## config.mk

```make
export PLATFORM = sky130hd
export DESIGN_NAME = ring_decoder
export DESIGN_NICKNAME = d
export VERILOG_FILES = /design/src/rtl/ring_pkg.sv /design/src/rtl/ring_onehot_enc.sv /design/src/rtl/ring_decoder.sv
export SDC_FILE = /design/constraint.sdc
export NUM_CORES = 1
export LEC_CHECK = 0
export CAP_MARGIN = 20
export CORE_MARGIN = 2
export CORE_UTILIZATION = 44
export DETAILED_ROUTE_END_ITERATION = 12
export PLACE_DENSITY_LB_ADDON = 0.3
export SYNTH_ARGS = -nofsm -noshare
export SYNTH_HDL_FRONTEND = slang
export SYNTH_SLANG_ARGS = --single-unit
export TNS_END_PERCENT = 20
```

## constraint.sdc

```tcl
create_clock -name clk -period 2.8 [get_ports clk]
set_input_delay 0.56 -clock clk [delete_from_list [all_inputs] [get_ports clk]]
set_output_delay 0.56 -clock clk [all_outputs]
set_load 0.01 [all_outputs]
```

## src/rtl/ring_pkg.sv

```systemverilog
// Shared types and helpers for the ring bus decoder: FSM state, rotate,
// one-hot to index conversion and a clog2 that never returns zero.
package ring_pkg;

  localparam int MAX_W = 64;

  typedef enum logic {
    HUNT   = 1'b0,
    LOCKED = 1'b1
  } ring_state_e;

  function automatic int clog2(input int n);
    return (n <= 2) ? 1 : $clog2(n);
  endfunction

  // Patterns are zero-extended to MAX_W; the mask keeps the rotate within width bits.
  function automatic logic [MAX_W-1:0] rotate(input logic [MAX_W-1:0] pattern,
                                               input int width,
                                               input logic rot_left);
    logic [MAX_W-1:0] mask;
    logic [MAX_W-1:0] res;
    mask = (MAX_W'(1) << width) - MAX_W'(1);
    if (rot_left)
      res = (pattern << 1) | (pattern >> (width - 1));
    else
      res = (pattern >> 1) | (pattern << (width - 1));
    return res & mask;
  endfunction

  function automatic int onehot_idx(input logic [MAX_W-1:0] pattern);
    int pos;
    pos = 0;
    for (int i = 0; i < MAX_W; i++)
      if (pattern[i]) pos = i;
    return pos;
  endfunction

endpackage

```

## src/rtl/ring_onehot_enc.sv

```systemverilog
// Combinational one-hot to binary encoder with a legality flag
// (legal means exactly one bit set).
module ring_onehot_enc
  import ring_pkg::*;
#(
  parameter int WIDTH = 4,
  parameter int IDX_W = 2
) (
  input  logic [WIDTH-1:0] pattern_i,
  output logic [IDX_W-1:0] idx_o,
  output logic             legal_o
);

  assign legal_o = ($countones(pattern_i) == 1);
  assign idx_o   = IDX_W'(onehot_idx(MAX_W'(pattern_i)));

endmodule

```

## src/rtl/ring_decoder.sv

```systemverilog
// Receive-side checker for the one-hot ring counter bus: verifies each valid
// sample is one rotation step on from the last, locks, and reports idx/lap/err.
module ring_decoder
  import ring_pkg::*;
#(
  parameter int WIDTH    = 4,
  parameter int LOCK_CNT = 3,
  parameter bit ROT_LEFT = 1'b1,
  parameter int ERR_W    = 8
) (
  input  logic                     clk,
  input  logic                     rst,
  input  logic [WIDTH-1:0]         ring_in,
  input  logic                     ring_vld,
  output logic [$clog2(WIDTH)-1:0] idx,
  output logic                     idx_vld,
  output logic                     locked,
  output logic                     lap,
  output logic                     err,
  output logic [ERR_W-1:0]         err_cnt
);

  localparam int IDX_W = $clog2(WIDTH);
  localparam int CNT_W = clog2(LOCK_CNT + 1);
  localparam logic [WIDTH-1:0] START = ROT_LEFT ? WIDTH'(1) : (WIDTH'(1) << (WIDTH - 1));

  ring_state_e      state_q;
  logic [CNT_W-1:0] goodCnt_q;
  logic [WIDTH-1:0] prev_q;
  logic [IDX_W-1:0] idx_q;
  logic             idxVld_q;
  logic             lap_q;
  logic             err_q;
  logic [ERR_W-1:0] errCnt_q;

  logic [IDX_W-1:0] encIdx;
  logic             encLegal;
  logic [WIDTH-1:0] expect_d;
  logic             stepOk;
  logic             errNow;
  logic [ERR_W-1:0] errCnt_d;

  ring_onehot_enc #(
    .WIDTH(WIDTH),
    .IDX_W(IDX_W)
  ) u_enc (
    .pattern_i(ring_in),
    .idx_o    (encIdx),
    .legal_o  (encLegal)
  );

  // prev_q is zero after reset, so its rotation never matches a legal sample.
  assign expect_d = WIDTH'(rotate(MAX_W'(prev_q), WIDTH, ROT_LEFT));
  assign stepOk   = encLegal && (ring_in == expect_d);
  assign errNow   = ring_vld && ((state_q == HUNT) ? !encLegal : !stepOk);
  assign errCnt_d = (errCnt_q == '1) ? errCnt_q : errCnt_q + 1'b1;

  always_ff @(posedge clk) begin
    if (rst) begin
      state_q   <= HUNT;
      goodCnt_q <= '0;
      prev_q    <= '0;
      idx_q     <= '0;
      idxVld_q  <= 1'b0;
      lap_q     <= 1'b0;
      err_q     <= 1'b0;
      errCnt_q  <= '0;
    end else begin
      idxVld_q <= 1'b0;
      lap_q    <= 1'b0;
      err_q    <= errNow;
      if (errNow) errCnt_q <= errCnt_d;
      if (ring_vld) begin
        if (encLegal) begin
          idx_q    <= encIdx;
          idxVld_q <= 1'b1;
          prev_q   <= ring_in;
        end
        case (state_q)
          HUNT: begin
            if (!stepOk) begin
              goodCnt_q <= '0;
            end else if (goodCnt_q == CNT_W'(LOCK_CNT - 1)) begin
              goodCnt_q <= '0;
              state_q   <= LOCKED;
            end else begin
              goodCnt_q <= goodCnt_q + 1'b1;
            end
          end
          LOCKED: begin
            if (stepOk) begin
              lap_q <= (ring_in == START);
            end else begin
              state_q   <= HUNT;
              goodCnt_q <= '0;
            end
          end
          default: state_q <= HUNT;
        endcase
      end
    end
  end

  assign idx     = idx_q;
  assign idx_vld = idxVld_q;
  assign locked  = (state_q == LOCKED);
  assign lap     = lap_q;
  assign err     = err_q;
  assign err_cnt = errCnt_q;

endmodule

```

==> impl_metrics.py <==
metrics = {
    "drt": {
        "vias": 943,
        "drt_iter0_drc": 7,
        "dr.pass1.iters": 4,
        "drc": 0,
        "drt-vias-per-instance": 5.45,
        "routedWlPerCell_um": 12.9,
        "postRouteAntennaNets": 0,
        "drt_wl_total_um": 2240,
    },
    "timing": {
        "fmax_mhz": 369,
        "finalSetupViolCount": 0,
        "period_needed_ps": 2710,
        "slew_headroom_pct": 78.9,
        "worstMarginPinSlew_ps": 315,
        "drv_slew": 0,
        "rsz0062_at_grt": "false",
        "hold_violations": 0,
        "tns_ps": 0,
        "clock_skew_ps": 5.51,
        "period_share_pct": 96.9,
    },
    "min_path": {
        "whs_path_depth": 2,
        "hold_class": "flip-flop to flip-flop",
        "min_from": "prev_q[1]",
        "whs_endpoint": "prev_q[1]",
    },
    "logic_synthesis": {
        "synth_ff_type": "dfxtp_1",
        "synthArstFlopShare_pct": 0,
        "syn_area_per_cell_um2": 8.60,
        "syn_area_um2": 997,
        "synthCells": 116,
        "synth_top_cell_by_area": "dfxtp_1",
        "synth_top_cell_area_share_pct": 40.2,
        "synth-seq-cells": 20,
        "ys_types": 30,
        "synth_commonest_cells": "dfxtp_1 (20), nand2_1 (15), a21oi_1 (12)",
        "yosysWarnings": 0,
        "syn-num-nets": 130,
        "synth.most_common_cell": "dfxtp_1",
        "synthTopCellsByArea": "dfxtp_1 (40%), ha_1 (7.5%), a21oi_1 (6.0%), nand2_1 (5.6%), xnor2_1 (3.5%)",
        "ys_seq_area_share_pct": 40.2,
        "synth-edff-count": 0,
    },
    "floorplan": {
        "io_pins": 21,
        "start_util_pct": 46.0,
        "core-area_mm2": 0.00217,
        "rows": 17,
        "dieArea_mm2": 0.00266,
        "die_w_um": 51.6,
        "die_h_um": 51.6,
    },
    "final_layout": {
        "synthToLayoutAreaGrowth_pct": 35.9,
        "n_antenna_cell": 0,
        "multi_input_area_um2": 601,
        "nNetsFinal": 161,
        "n_fill_cell": 197,
        "drive_gt1_share_pct": 15.2,
        "ff_latch_area_um2": 400,
    },
    "clocking": {
        "cts_tree": "done",
        "cts_buffer_depth": 2,
        "path_clk_slew_ps": 110,
        "clk_latency_ps": 290,
        "cts_num_sinks": 20,
        "numCtsBuffers": 3,
        "htreeDepth": 1,
        "cts_root_buf": "clkbuf_4",
    },
    "place": {
        "hpwl_um": 1560,
        "port_buffers": 20,
        "gp_routability_congestion": 0.756,
    },
    "setup_path": {
        "path_cells": "dlygate4sd2_1 > inv_1 > ha_4 > ha_2 > fa_1 > or3b_4 > o22a_4 > o211ai_4 > mux2i_1 > nor2_1",
        "critPathRequiredTime_ps": 2990,
        "arrival_ps": 2910,
        "r2r_cells": 6,
        "r2r-start": "err_cnt[0]",
        "max_stage_delay_ps": 470,
        "end_kind": "flip-flop",
        "r2r_end": "err_cnt[7]",
        "cp-start-kind": "primary input",
        "rrSetupSlack_ps": 1130,
        "critPathTopFamily": "adder cells",
        "worstPathMaxFanout": 6,
        "critical_path.slowest_cell": "fa_1",
        "path_buf_inv": 2,
        "path_class": "primary input to flip-flop",
    },
    "grt": {
        "overflow": 0,
        "grt_max_degree": 21,
        "grt_pass1_wl_um": 3530,
        "grt_util_all_layers_pct": 18.1,
        "first_global_vias": 798,
        "antenna_found_initial": 0,
    },
    "status": {
        "status": "finished, final reports clean",
    },
    "power_and_ir_drop": {
        "cellLeakagePower_nw": 0.511,
        "power_mw": 0.612,
        "p_per_area_mw_per_mm2": 452,
        "ir_drop_v": 0.000369,
    },
    "flow_run": {
        "drv_cap": 0,
    },
}
==> routing by layer <==
| layer | wire length, µm | track usage, % | vias to the layer above |
|---|---|---|---|
| li1 | - | - | 477 |
| met1 | 1000 | 21.7 | 438 |
| met2 | 1070 | 29.7 | 22 |
| met3 | 92 | 3.74 | 6 |
| met4 | 71 | 11.0 | 0 |
| met5 | 0 | 0 | - |
==> cells in the final DEF (no fill, tap or decap), types with 2 or more instances in the layout <==
| cell type | netlist | layout |
|---|---|---|
| nand4_1 | 4 | 4 |
| a211oi_1 | 3 | 3 |
| nand3_1 | 4 | 4 |
| o211ai_4 | 0 | 2 |
| o31ai_1 | 2 | 2 |
| nand2_1 | 15 | 15 |
| or4_1 | 2 | 2 |
| clkdlybuf4s50_1 | 0 | 16 |
| a31oi_1 | 2 | 2 |
| o21ai_0 | 4 | 4 |
| dfxtp_1 | 20 | 20 |
| nor2_1 | 9 | 8 |
| xnor2_1 | 4 | 4 |
| ha_1 | 6 | 4 |
| buf_4 | 0 | 10 |
| clkbuf_4 | 0 | 3 |
| a21oi_1 | 12 | 12 |
| nor3b_1 | 2 | 2 |
| inv_1 | 7 | 6 |
| or3_1 | 3 | 3 |
| dlygate4sd2_1 | 0 | 4 |
==> area by class of cell <==
| class | instances | area share, % |
|---|---|---|
| multi-input cells | 85 | 44.3 |
| well taps | 28 | 2.59 |
| clock buffers | 3 | 1.66 |
| inverters | 7 | 1.94 |
| repair buffers | 30 | 19.9 |
| flip-flops and latches | 20 | 29.5 |
==> flip-flops by register name, summed over array words and instances (netlist names) <==
signal	count
err	1
err_cnt	8
goodCnt_q	2
idx	2
idx_vld	1
lap	1
locked	1
prev_q	4
==> how the worst max path moves through the flow <==
stage	from	cells past startpoint	slack, ps	to
3_5_place_dp	ring_in[2]	10	-590	err_cnt[5]
3_3_place_gp	ring_in[2]	10	-470	err_cnt[5]
6_report	ring_in[2]	10	90	err_cnt[1]
2_1_floorplan	ring_in[1]	11	100	err_cnt[1]
4_1_cts	ring_in[2]	10	100	err_cnt[1]
5_1_grt	ring_in[2]	10	40	err_cnt[7]
==> worst min-delay path: stages, from the launching register on <==
cell and delay (ps):
dfxtp_1 330, nand2_1 60, a21oi_1 50
==> power breakdown <==
part	internal (mW)	leakage, nW	switching, mW
logic	0.0884	0.335	0.0827
registers	0.299	0.162	0.0104
clock network	0.0501	0.0138	0.0817
==> logic make-up after synthesis <==
| group | share of synthesized area, % |
|---|---|
| xor+xnor | 4.39 |
| compound gates | 15.9 |
| simple gates | 23.7 |
| buf+inv | 5.27 |
| mux | 1.00 |
| flops | 40.2 |
| fa+ha+maj | 9.54 |
==> metrics by stage <==
step | utilization (%) | cell area [µm²] | worst slack, ps | instances | hold slack [ps]
2_1_floorplan | - | 997 | 97.7 | 116 | 445
3_3_place_gp | 58.7 | 1270 | -474 | 168 | 455
3_5_place_dp | 58.7 | 1270 | -586 | 168 | 469
4_1_cts | 62.5 | 1360 | 102 | 173 | 484
5_1_grt | 62.5 | 1360 | 35.5 | 173 | 500
6_report | 62.5 | 1360 | 88.1 | 173 | 480
==> repair_timing <==
action                                  4_1_cts  5_1_grt
resized for setup                            12        0
setup buffers                                 1        0
endpoints found under the setup margin       11        0
hold buffers                                  0        0
No activity file was read; power rests on OpenSTA's default activity.
